===== src/rtl/cache_arbiter_pkg.sv =====
// Shared types and widths for the cache-to-memory arbiter.
package arbiter_pkg;
  localparam int LINE_W = 256;
  localparam int ADDR_W = 32;

  typedef enum logic [1:0] {IDLE, I_BUSY, D_BUSY, RELEASE} arb_state_t;
  typedef enum logic {CLIENT_I, CLIENT_D} arb_client_t;
endpackage


===== src/rtl/arbiter_select.sv =====
// Combinational winner picker. Define ARBITER_ROUND_ROBIN_EN for alternating
// priority on simultaneous requests; default is fixed D-over-I priority.
module arbiter_select
  import arbiter_pkg::*;
(
  input  logic        i_req,
  input  logic        d_req,
  input  arb_client_t last_grant,
  output arb_client_t winner
);

`ifdef ARBITER_ROUND_ROBIN_EN
  always_comb begin
    winner = CLIENT_I;
    if (i_req && d_req) begin
      winner = (last_grant == CLIENT_D) ? CLIENT_I : CLIENT_D;
    end else if (d_req) begin
      winner = CLIENT_D;
    end
  end
`else
  logic unused_last_grant;
  assign unused_last_grant = last_grant;

  always_comb begin
    winner = CLIENT_I;
    if (d_req) begin
      winner = CLIENT_D;
    end
  end
`endif

endmodule


===== src/rtl/cache_arbiter.sv =====
// Two-client (I-cache / D-cache) physical memory arbiter with a registered
// memory side and a one-cycle RELEASE gap. Optional: ARBITER_ROUND_ROBIN_EN.
module cache_arbiter
  import arbiter_pkg::*;
#(
  parameter int s_line = LINE_W,
  parameter int s_addr = ADDR_W
) (
  input  logic              clk,
  input  logic              rst,
  input  logic [s_addr-1:0] i_pmem_address,
  input  logic              i_pmem_read,
  input  logic              i_pmem_write,
  input  logic [s_line-1:0] i_pmem_wdata,
  output logic [s_line-1:0] i_pmem_rdata,
  output logic              i_pmem_resp,
  input  logic [s_addr-1:0] d_pmem_address,
  input  logic              d_pmem_read,
  input  logic              d_pmem_write,
  input  logic [s_line-1:0] d_pmem_wdata,
  output logic [s_line-1:0] d_pmem_rdata,
  output logic              d_pmem_resp,
  output logic [s_addr-1:0] mem_address,
  output logic              mem_read,
  output logic              mem_write,
  output logic [s_line-1:0] mem_wdata,
  input  logic [s_line-1:0] mem_rdata,
  input  logic              mem_resp,
  output arb_state_t        dbg_state
);

  arb_state_t  state, state_next;
  arb_client_t winner, last_grant;
  logic        i_req, d_req;
  logic        grant, done;
  logic [s_addr-1:0] req_address;
  logic [s_line-1:0] req_wdata;
  logic        req_read, req_write;

  assign i_req = i_pmem_read | i_pmem_write;
  assign d_req = d_pmem_read | d_pmem_write;

  arbiter_select u_select (
    .i_req      (i_req),
    .d_req      (d_req),
    .last_grant (last_grant),
    .winner     (winner)
  );

  // Winner's request; a write wins over a simultaneous read.
  always_comb begin
    req_address = i_pmem_address;
    req_wdata   = i_pmem_wdata;
    req_write   = i_pmem_write;
    req_read    = i_pmem_read & ~i_pmem_write;
    if (winner == CLIENT_D) begin
      req_address = d_pmem_address;
      req_wdata   = d_pmem_wdata;
      req_write   = d_pmem_write;
      req_read    = d_pmem_read & ~d_pmem_write;
    end
  end

  always_ff @(posedge clk or posedge rst) begin
    if (rst) state <= IDLE;
    else     state <= state_next;
  end

  always_comb begin
    state_next = state;
    grant      = 1'b0;
    done       = 1'b0;
    case (state)
      IDLE: begin
        if (i_req || d_req) begin
          grant      = 1'b1;
          state_next = (winner == CLIENT_D) ? D_BUSY : I_BUSY;
        end
      end
      I_BUSY, D_BUSY: begin
        if (mem_resp) begin
          done       = 1'b1;
          state_next = RELEASE;
        end
      end
      RELEASE: state_next = IDLE;
      default: state_next = IDLE;
    endcase
  end

  // Memory-side registers: loaded on grant, strobes dropped on completion,
  // address and data left in place through RELEASE.
  always_ff @(posedge clk or posedge rst) begin
    if (rst) begin
      mem_address <= '0;
      mem_wdata   <= '0;
      mem_read    <= 1'b0;
      mem_write   <= 1'b0;
    end else if (grant) begin
      mem_address <= req_address;
      mem_wdata   <= req_wdata;
      mem_read    <= req_read;
      mem_write   <= req_write;
    end else if (done) begin
      mem_read    <= 1'b0;
      mem_write   <= 1'b0;
    end
  end

`ifdef ARBITER_ROUND_ROBIN_EN
  always_ff @(posedge clk or posedge rst) begin
    if (rst)        last_grant <= CLIENT_I;
    else if (grant) last_grant <= winner;
  end
`else
  assign last_grant = CLIENT_I;
`endif

  assign i_pmem_resp  = (state == I_BUSY) & mem_resp;
  assign d_pmem_resp  = (state == D_BUSY) & mem_resp;
  assign i_pmem_rdata = mem_rdata;
  assign d_pmem_rdata = mem_rdata;
  assign dbg_state    = state;

endmodule

===== config.mk =====
export PLATFORM = sky130hd
export DESIGN_NAME = cache_arbiter
export DESIGN_NICKNAME = d
export VERILOG_FILES = /design/src/rtl/cache_arbiter_pkg.sv /design/src/rtl/arbiter_select.sv /design/src/rtl/cache_arbiter.sv
export SDC_FILE = /design/constraint.sdc
export NUM_CORES = 1
export LEC_CHECK = 0
export CAP_MARGIN = 30
export CORE_AREA = 2 2 645 647
export DETAILED_ROUTE_END_ITERATION = 8
export DIE_AREA = 0 0 647 649
export MAX_ROUTING_LAYER = met4
export PLACE_DENSITY = 0.3
export SLEW_MARGIN = 25
export SYNTH_ARGS = -nofsm -noshare
export SYNTH_HDL_FRONTEND = slang
export SYNTH_SLANG_ARGS = --single-unit

===== constraint.sdc =====
create_clock -name clk -period 11.2 [get_ports clk]
set_input_delay 3.36 -clock clk [delete_from_list [all_inputs] [get_ports clk]]
set_output_delay 3.36 -clock clk [all_outputs]
set_load 0.005 [all_outputs]

# --- After elaboration in Yosys (flattened, before gate mapping) ---
# Cells that the tools add are included.
# Widths: inputs -> output; s select.
totals:
  elab_cells: 39
  output_inout_bits: 806
  register_bits: 292
  in_bits: 839
op_classes:
  n_eq_ne: 5
  bitwise_logic: 8
  reduce_logical: 5
  mux: 16
op_table:
  columns: ["cell", "n"]
  rows:
  - ["$mux 256", 1]
  - ["$mux 32", 1]
  - ["$mux 1", 10]
  - ["$mux 2", 3]
  - ["$pmux 2 s3", 1]
  - ["$and 1x1->1", 4]
  - ["$eq 2x2->1 const B", 2]
  - ["$ne 2x2->1 const B", 2]
  - ["$eq 2x1->1 const B", 1]
  - ["$logic_not 2->1", 1]
  - ["$not 1->1", 2]
  - ["$or 1x1->1", 2]
  - ["$reduce_and 2->1", 1]
  - ["$reduce_bool 2->1", 1]
  - ["$reduce_or 2->1", 1]
  - ["$logic_or 1x1->1", 1]

# --- Depth between registers and ports, before layout ---
logic_depth:
  depth_word: 5
  depth_mapped: 9

# --- By module ---
# A second synthesis with hierarchy kept.
hier_totals:
  hier_cells: 1798
  hier_area_um2: 17262.8
modules_own_cells:
  columns: ["module", "seq_area_each_um2", "instances", "area_each_um2", "cells_each"]
  rows:
  - ["cache_arbiter", 7307.0, 1, 17255.3, 1797]
  - ["arbiter_select", 0.0, 1, 7.5, 1]

# --- Least setup slack after synthesis ---
# OpenSTA, ideal clock, no wires.
synth_timing:
  kind: "input -> output"
  from: "in mem_resp"
  to: "out d_pmem_resp"
  path_stages: 1
  t_arrival_ps: 3503
  path_slack_ps: 4337
  required_time_ps: 7840
  cell_sequence: "and2_1"
synth_between:
  elab_chain_len: 1
synth_rtl:
  columns: ["element", "line", "text"]
  rows:
  - ["from (decl)", "cache_arbiter.sv:28", "input logic mem_resp,"]
  - ["$and 1x1->1", "cache_arbiter.sv:120", "assign d_pmem_resp = (state == D_BUSY) & mem_resp;"]
  - ["to (decl)", "cache_arbiter.sv:22", "output logic d_pmem_resp,"]
# Every way passes these cells.

# --- Worst setup path after layout ---
# Ends and elaborated chain as after synthesis.

==> results.rst <==
.. list-table::
   :header-rows: 1

   * - Metric
     - Value
   * - Per-cell via count in the routed design
     - 1.93
   * - Chip Width
     - 647 um
   * - Routed vias
     - 14900
   * - Worst path top cell family by delay
     - buffers and inverters
   * - 1st-pass router iterations
     - 5
   * - Data required time at the worst endpoint
     - 7840 ps
   * - Share of cells above drive strength 1
     - under 10%
   * - Placeable core region
     - just over 400000 um^2
   * - Fin area
     - 30900 um^2
   * - Highest-delay cell along the critical path
     - sky130_fd_sc_hd__clkdlybuf4s50_1
   * - Antenna violations before repair
     - 198
   * - Hold_buf cts
     - 0
   * - Post-synth top area share
     - 42.1%
   * - Worst max-slew margin expressed relative to the limit
     - 24.0%
   * - Most frequent cells in the layout
     - sky130_fd_sc_hd__clkdlybuf4s50_1 (873), sky130_fd_sc_hd__dfrtp_1 (292), sky130_fd_sc_hd__nand2_1 (291)
   * - Final hold violation count
     - 0
   * - Final worst path period share
     - 70.7%
   * - Result of the run
     - completed
   * - Number of cells on the critical path
     - 3
   * - Leading area contributor after synthesis
     - sky130_fd_sc_hd__dfrtp_1
   * - Worst hold slack after final layout
     - 482 ps
   * - Layout overhead on the synthesized area
     - 78.0%
   * - Crit path arrival time
     - between 4000 and 5000 ps
   * - List of cells traversed by the critical path
     - buf_2 -> and2_1 -> clkdlybuf4s50_1
   * - Total power density per cell area
     - 240 nW/um^2
   * - Cell chosen for the clock root
     - sky130_fd_sc_hd__clkbuf_16
   * - Top Ports
     - roughly 1600
   * - Synthesized netlist cell count
     - around 1800
   * - Post-Syn Nets
     - about 2600
   * - Max-cap viol count
     - 0
   * - Setup repair after global routing missed its margin
     - false
   * - Sequential area share after synthesis
     - 42.1%
   * - Average cell area after synthesis
     - between 9 and 10 um^2
   * - Wire length of the first global-routing pass
     - 251 mm
   * - Most common cell after layout, fill and taps aside
     - sky130_fd_sc_hd__clkdlybuf4s50_1
   * - DRC violations left
     - 0
   * - Post-CTS setup buffer count
     - 0
   * - IO buf count
     - 876
   * - Placed Instance Area
     - 28900 um^2
   * - Number of DRC markers in iteration 0
     - 645
   * - Worst-case clock buffer depth
     - 3
   * - TritonCTS clock tree
     - done
   * - Clock tree sinks
     - slightly below 300
   * - Kind of path behind the tightest hold check
     - reg -> reg
   * - Cell types occupying the most area after synthesis
     - sky130_fd_sc_hd__dfrtp_1 (42%), sky130_fd_sc_hd__buf_4 (22%), sky130_fd_sc_hd__mux2i_1 (17%)
   * - Crit path buffers/inverters
     - 2
   * - Latest clock arrival within the worst-skew pair
     - 730 ps
   * - Post-placement setup slack
     - around 3200 ps
   * - Number of different library cells in the post-synthesis netlist
     - 24
   * - Worst path max stage delay
     - 550 ps
   * - Final Power
     - roughly 7.4 mW
   * - Leakage power
     - roughly 10 nW
   * - Number of cells on the worst hold path
     - 2
   * - Number of nets in the finished design
     - slightly below 3000
   * - Shortest clock period the worst path allows after layout
     - a little under 8000 ps
   * - Least-Margin Pin Slew
     - 1140 ps
   * - Number of synthesized register bits
     - slightly below 300
   * - Clock transition at path regs
     - around 60 ps
   * - Type of the worst setup path
     - in -> out
   * - CTS buffer count
     - 51
   * - Total global-route track usage
     - 10.3%
   * - Starting utilization of the core area
     - 4.21%
   * - TNS Setup
     - 0 ps
   * - Max FO, Critical Path
     - 5
   * - Final setup violation count
     - 0
   * - Pin count of the biggest net entering global routing
     - 183
   * - Number of levels in the clock H-tree
     - 2
   * - Largest vdd supply drop
     - roughly 0.15 mV
   * - Final Skew
     - 26.5 ps
   * - Die span in y
     - about 650 um
   * - Number of global-route vias before repair
     - 15200
   * - # resized after CTS
     - 0
   * - Final ANT Viol Nets
     - 0
   * - Floorplan die area
     - roughly 420000 um^2
   * - Setup slack after layout
     - 3280 ps
   * - Highest attainable clock frequency
     - 126 MHz
   * - Sort of element at the end of the critical path
     - primary output
   * - Type of origin of the critical path
     - input port
   * - Final Routed Wirelength
     - between 200 and 250 mm
   * - Netlist Area Pre-Place
     - roughly 17000 um^2
   * - Final max-slew violation count
     - 0
   * - Post-detail-place hpwl
     - 195 mm
   * - Rows
     - 236
   * - Final estimated routing congestion in global placement
     - 0.762
   * - Number of warning messages in the yosys log
     - 0
   * - Average wire per cell in the routed design
     - 28.0 um
   * - Cell depth of the worst flop-to-flop path
     - 6
   * - GRT Residual Overflow
     - 0
-- stage by stage --
stage | util (%) | instances
CTS | 7.46 | 7653
detailed placement | 7.02 | 7560
global route | 7.50 | 7710
global placement | 6.97 | 7552
finish | 7.50 | 7712
floorplan | - | 1794
-- registers in the layout, summed over array words and instances, names as in the netlist --
register	count
mem_read	1
mem_address	32
mem_wdata	256
mem_write	1
dbg_state	2
-- power breakdown --
group | total, mW | switching, mW | internal, mW
Sequential | 1.88 | 0.295 | 1.59
Combinational | 3.72 | 2.26 | 1.46
Clock | 1.82 | 0.727 | 1.10
Total | 7.43 | 3.28 | 4.15
-- routing by layer --
| metal | up-vias | part of all wire [%] | track usage (%) |
|---|---|---|---|
| met5 | - | 0 | - |
| met4 | 0 | 3.8 | 3.13 |
| met3 | 461 | 21 | 9.73 |
| met2 | 1429 | 44 | 15.7 |
| met1 | 6774 | 31 | 8.87 |
| li1 | 6247 | - | - |
-- path summary, 6_finish.rpt --
| check | start | endpoint | slack, ps |
|---|---|---|---|
| min in group asynchronous | rst | mem_wdata[202]$_DFFE_PP0P_ | 2990 |
| worst min register to register | mem_wdata[50]$_DFFE_PP0P_ | mem_wdata[50]$_DFFE_PP0P_ | 480 |
| worst max-delay path | mem_resp | d_pmem_resp | 3280 |
| max in group asynchronous | rst | mem_wdata[56]$_DFFE_PP0P_ | 6520 |
| worst min-delay path | mem_wdata[50]$_DFFE_PP0P_ | mem_wdata[50]$_DFFE_PP0P_ | 480 |
| worst max register to register | dbg_state[0]$_DFFE_PP0P_ | mem_wdata[47]$_DFFE_PP0P_ | 8470 |
-- Yosys cell counts --
master                      count
sky130_fd_sc_hd__buf_2         43
sky130_fd_sc_hd__nor2_4         1
sky130_fd_sc_hd__buf_4        514
sky130_fd_sc_hd__o21a_1         1
sky130_fd_sc_hd__o41ai_4        1
sky130_fd_sc_hd__nor4_1         1
sky130_fd_sc_hd__inv_1          4
sky130_fd_sc_hd__buf_6         23
sky130_fd_sc_hd__a21oi_1        3
sky130_fd_sc_hd__ha_1           4
sky130_fd_sc_hd__a21boi_0       1
sky130_fd_sc_hd__and2_1         2
sky130_fd_sc_hd__nand3_1        1
sky130_fd_sc_hd__clkbuf_1      17
sky130_fd_sc_hd__nor2b_1        1
sky130_fd_sc_hd__o21ai_1      200
sky130_fd_sc_hd__a2bb2oi_1      3
sky130_fd_sc_hd__clkbuf_2       2
sky130_fd_sc_hd__dfrtp_1      292
sky130_fd_sc_hd__mux2i_1      288
sky130_fd_sc_hd__buf_1         10
sky130_fd_sc_hd__nor2_1         1
sky130_fd_sc_hd__o21ai_0       90
sky130_fd_sc_hd__nand2_1      291
-- cell type report --
type	instances	area, um^2
clock buffers	68	1420
flip-flops and latches	292	7310
inverters	4	18.8
clock inverters	25	412
diodes	59	148
well taps	5474	6850
fillers	48100	382000
multi-input cells	889	5610
repair buffers	901	9160
-- worst register-to-register path: cells and delay by family (launching register included) --
kind | cells | cell delay, ps
adder cells (fa/ha/maj) | 1 | 300
AO/OA/AOI/OAI | 2 | 360
flip-flops | 1 | 410
buffers and inverters | 3 | 1480
-- logic make-up after synthesis --
group	Yosys count	share of synthesized area (%)
adders and majority gates	4	0.288
muxes	288	16.6
and+or+nand+nor	298	6.55
AOI/OAI and AO/OA	299	8.84
buffers and inverters	613	25.7
DFF	292	42.1
(Power assumes the default switching activity.)
==> RTL edit 1, RTL diff (same settings) <==
`ADDR_W`: 32 -> 36.
--- a/src/rtl/cache_arbiter_pkg.sv
+++ b/src/rtl/cache_arbiter_pkg.sv
@@ -2,5 +2,5 @@
 package arbiter_pkg;
   localparam int LINE_W = 256;
-  localparam int ADDR_W = 32;
+  localparam int ADDR_W = 36;
 
   typedef enum logic [1:0] {IDLE, I_BUSY, D_BUSY, RELEASE} arb_state_t;
Ports: changed (resized d_pmem_address, i_pmem_address and mem_address); port bits go from 1645 to 1657. No check against the original RTL was run, so the function may have changed too.
==> RTL edit 1 against the original RTL <==
Synthesized area is 0.30% higher. Setup slack got worse by 150 ps. Sequential cell count is 4 higher. Global-route usage decreased by 0.74 points. Total power fell by 3.2%. Routed wire length decreased by 6.8%. Sequential power up 3%. Register-to-register slack got worse by 320 ps. Cell area down 0.54%. Critical path type unchanged. Largest power group unchanged.
==> RTL edit 1: results (changes against the original RTL) <==
* Outcome: finished, final reports clean (unchanged)
* Total track usage at 9.545% (was 10.28%)
* WHS Endpoint: mem_wdata[124]$_DFFE_PP0P_ (was mem_wdata[50]$_DFFE_PP0P_)
* M1 wire length at 60.95 mm (was 66.72 mm)
* Ratio of cells with drive above 1 in the final layout at 5.050% (was 5.278%)
* Final GP Congestion at 0.7776 (was 0.7619)
* Critical Path Sink: i_pmem_resp (was d_pmem_resp)
* First-pass GRT wire length at 236.5 mm (was 251.0 mm)
* Post-Route Skew at 46.22 ps (was 26.50 ps)
* CP top delay family: buffers and inverters (unchanged)
* Syn Inst Count at 1811 (was 1794)
* Static Leak at 0.01031 uW (was 0.01033 uW)
* DRT iter0 DRCs at 753 (was 645)
* Met1 Track Usage GR at 8.131% (was 8.868%)
* Max Fclk at 0.1239 GHz (was 0.1263 GHz)
* Dpl cells at 7583 (was 7560)
* Number of cells on the worst reg-to-reg path at 7 (was 6)
* Arr. time, crit path at 4710 ps (was 4560 ps)
* Worst R2R Setup Slack at 8150 ps (was 8470 ps)
* IR drop worst, VDD at 0.0001470 V (was 0.0001458 V)
* DRT Pass-1 Iters at 4 (was 5)
* Cell Int Power at 3980 uW (was 4146 uW)
* Met3 track demand over resource at 7.899% (was 9.726%)
* Met2 usage at 15.36% (was 15.74%)
* CP max stage delay at 600 ps (was 550 ps)
* Dpl cell area at 29060 um2 (was 28940 um2)
* Compound-gate portion of the synthesized area at 8.890% (was 8.838%)
* Mapped Nets at 2662 (was 2637)
* R2R Path End: mem_wdata[9]$_DFFE_PP0P_ (was mem_wdata[47]$_DFFE_PP0P_)
* Layout fillers at 48090 (was 48070)
* Metal3 WL at 38.15 mm (was 46.02 mm)
* Number of CTS-inserted buffers at 48 (was 51)
* Pin count of the biggest net entering global routing at 149 (was 183)
* Final Non-Filler Cells at 7690 (was 7712)
* Reg with most FFs: mem_wdata (unchanged)
* Register area share after synthesis at 42.51% (was 42.06%)
* Count of cell types in the netlist at 25 (was 24)
* Worst rel slew slack at 37.00% (was 23.95%)
* Commonest cells post-synth: buf_4, dfrtp_1, nand2_1 (unchanged)
* Wire per inst at 26.22 um (was 28.05 um)
* Port bufs at 888 (was 876)
* Hold WS at 476.5 ps (was 482.2 ps)
* Multiplexer share of the synthesized area at 16.77% (was 16.59%)
* Worst Min Path Start: mem_wdata[124]$_DFFE_PP0P_ (was mem_wdata[50]$_DFFE_PP0P_)
* Top post-synthesis cells by area: dfrtp_1, buf_4, mux2i_1 (unchanged)
* Worst-Skew Late Latency at 710 ps (was 730 ps)
* Nets at 3010 (was 2982)
* Initial antenna violation count at 95 (was 198)
* Via count at 14730 (was 14910)
* Synth Area in Adders at 0.2872% (was 0.2881%)
* Detail Placement HPWL at 182.5 mm (was 195.2 mm)
## RTL edit 1: cell types whose count changed in the layout (fill, tap and decap cells not counted), moves of 3 or more
cell             delta
diode_2            -41
buf_16              -8
clkdlybuf4s50_1     +6
bufinv_16           -4
dfrtp_1             +4
mux2i_1             +4
nand2_1             +4
o21ai_0             +4
buf_12              +3
buf_2               +3
buf_4               +3
clkbuf_16           -3
clkinv_2            +3
## RTL edit 1: area by class of cell
cell class	count	area, um2	area share, %
diodes	18	45.04	0.1464
multi-input cells	902	5685	18.49
inverters	3	15.01	0.04882
flip-flops and latches	296	7407	24.08
well taps	5474	6849	22.27
clock inverters	21	277.8	0.9031
clock buffers	68	1376	4.475
repair buffers	908	9101	29.59
## RTL edit 1: power groups by stage
stage          sequential [uW]  clock [uW]  combinational [uW]
2_1_floorplan             1930           0                1080
3_3_place_gp              1940           0                3910
3_5_place_dp              1960           0                3880
4_1_cts                   1950        1760                3890
5_1_grt                   2010        1790                3990
6_report                  1930        1640                3620
==> RTL edit 2, RTL diff (same flow settings) <==
Without the edit above. Put a register stage on the outputs `i_pmem_rdata`, `i_pmem_resp`, `d_pmem_rdata` and `d_pmem_resp`, without a reset. The values now appear one clock later. The other outputs are not delayed to match.
--- a/src/rtl/cache_arbiter.sv
+++ b/src/rtl/cache_arbiter.sv
@@ -117,8 +117,10 @@
 `endif
 
-  assign i_pmem_resp  = (state == I_BUSY) & mem_resp;
-  assign d_pmem_resp  = (state == D_BUSY) & mem_resp;
-  assign i_pmem_rdata = mem_rdata;
-  assign d_pmem_rdata = mem_rdata;
+  always_ff @(posedge clk) begin
+    i_pmem_rdata <= mem_rdata;
+    i_pmem_resp  <= (state == I_BUSY) & mem_resp;
+    d_pmem_rdata <= mem_rdata;
+    d_pmem_resp  <= (state == D_BUSY) & mem_resp;
+  end
   assign dbg_state    = state;
 
Formal check against the unedited RTL: not equivalent (Yosys sat finds a counterexample within 4 cycles, from zero or initial values and one cycle with rst high).
==> RTL edit 2 against the original RTL <==
Cell area is 45% higher. Synthesized area rose by 18%. First-iteration DRC count increased by 35%. Total power is 34% higher. Sequential cell count rose by 258. Worst hold slack lost 3.8 ps. Routed wire length rose by 22%. Clock power is 64% higher. Non-clock buffer count up 762. Setup slack improved by 1900 ps. Critical endpoint is now mem_wdata[166].
==> RTL edit 2: results (changes against the original RTL) <==
* Clock buffer depth at 4 (was 3)
* Vias per inst at 2.263 (was 1.933)
* Worst Min Path Start: mem_wdata[131]$_DFFE_PP0P_ (was mem_wdata[50]$_DFFE_PP0P_)
* Top post-synthesis cells by area: dfrtp_1, dfxtp_1, mux2i_1 (was dfrtp_1, buf_4, mux2i_1)
* Launch point of the worst path: mem_wdata[166]$_DFFE_PP0P_ (was mem_resp)
* Outcome: finished, final reports clean (unchanged)
* Arr. time, crit path at 2670 ps (was 4560 ps)
* First-pass GRT wire length at 309.6 mm (was 251.0 mm)
* Final GP Congestion at 0.9068 (was 0.7619)
* Nets at 4039 (was 2982)
* Register area share after synthesis at 60.83% (was 42.06%)
* Initial antenna violation count at 200 (was 198)
* Final worst slack at 5171 ps (was 3283 ps)
* Layout fillers at 47140 (was 48070)
* Synth async-reset ratio at 53.09% (was 100.0%)
* Port bufs at 1644 (was 876)
* Worst rel slew slack at 30.64% (was 23.95%)
* Number of cells on the worst reg-to-reg path at 7 (was 6)
* Static Leak at 0.01603 uW (was 0.01033 uW)
* Worst R2R Setup Slack at 8220 ps (was 8470 ps)
* Commonest cells post-synth: dfrtp_1, nand2_1, mux2i_1 (was buf_4, dfrtp_1, nand2_1)
* R2R Path End: mem_address[29]$_DFFE_PP0P_ (was mem_wdata[47]$_DFFE_PP0P_)
* Max H-tree Level at 3 (was 2)
* Number of CTS-inserted buffers at 88 (was 51)
* DRT iter0 DRCs at 872 (was 645)
* Total wire length at 263.4 mm (was 216.3 mm)
* CP max stage delay at 1260 ps (was 550 ps)
* Hold WS at 478.4 ps (was 482.2 ps)
## RTL edit 2: where the power goes
group	switching (uW)	leakage (uW)	internal, uW
combinational	2280	0.00879	1630
clock	1210	0.00147	1770
sequential	470	0.00576	2560
total	3960	0.0160	5960
## RTL edit 2: through the flow
step                cell area, um2  std cells
finish                       44800       8795
global route                 44780       8787
CTS                          44660       8737
detailed placement           41660       8580
global placement             41600       8578
floorplan                    20510       1795
## RTL edit 2: logic make-up (layout without fill, tap and decap cells)
group,Yosys count,after routing,synth area share [%]
AO/OA/AOI/OAI,297,297,7.433
multiplexers,288,288,14.06
adder cells (fa/ha/maj),4,4,0.2441
AND/OR/NAND/NOR,301,301,5.639
buffers and inverters,355,1823,11.80
flip-flops,550,550,60.83
other,0,58,0
## RTL edit 2: how the worst max path moves through the flow
stage                                  to  cells past startpoint
3_5_place_dp    mem_wdata[37]$_DFFE_PP0P_                      6
6_report                   mem_wdata[166]                      1
2_1_floorplan    dbg_state[0]$_DFFE_PP0P_                      1
5_1_grt                    mem_wdata[166]                      1
3_3_place_gp   mem_wdata[165]$_DFFE_PP0P_                      5
4_1_cts                    mem_wdata[166]                      1
## RTL edit 2: metal layers
layer  vias to the layer above  part of all wire [%]  track usage, %
li1                       8645                     -               -
met2                      1246                    49           21.30
met1                      9599                    37           12.64
met5                         -                     0               -
met3                       416                    10           5.462
met4                         0                   4.1           4.159
## RTL edit 2: final cells by class
type | count | area [um2] | share of cell area [%]
Sequential cell | 550 | 12470 | 27.84
Clock inverter | 43 | 534.3 | 1.193
Multi-Input combinational cell | 890 | 5613 | 12.53
Tap cell | 5474 | 6849 | 15.29
Timing Repair Buffer | 1663 | 16710 | 37.30
Inverter | 3 | 15.01 | 0.03351
Antenna cell | 58 | 145.1 | 0.3240
Clock buffer | 114 | 2461 | 5.493
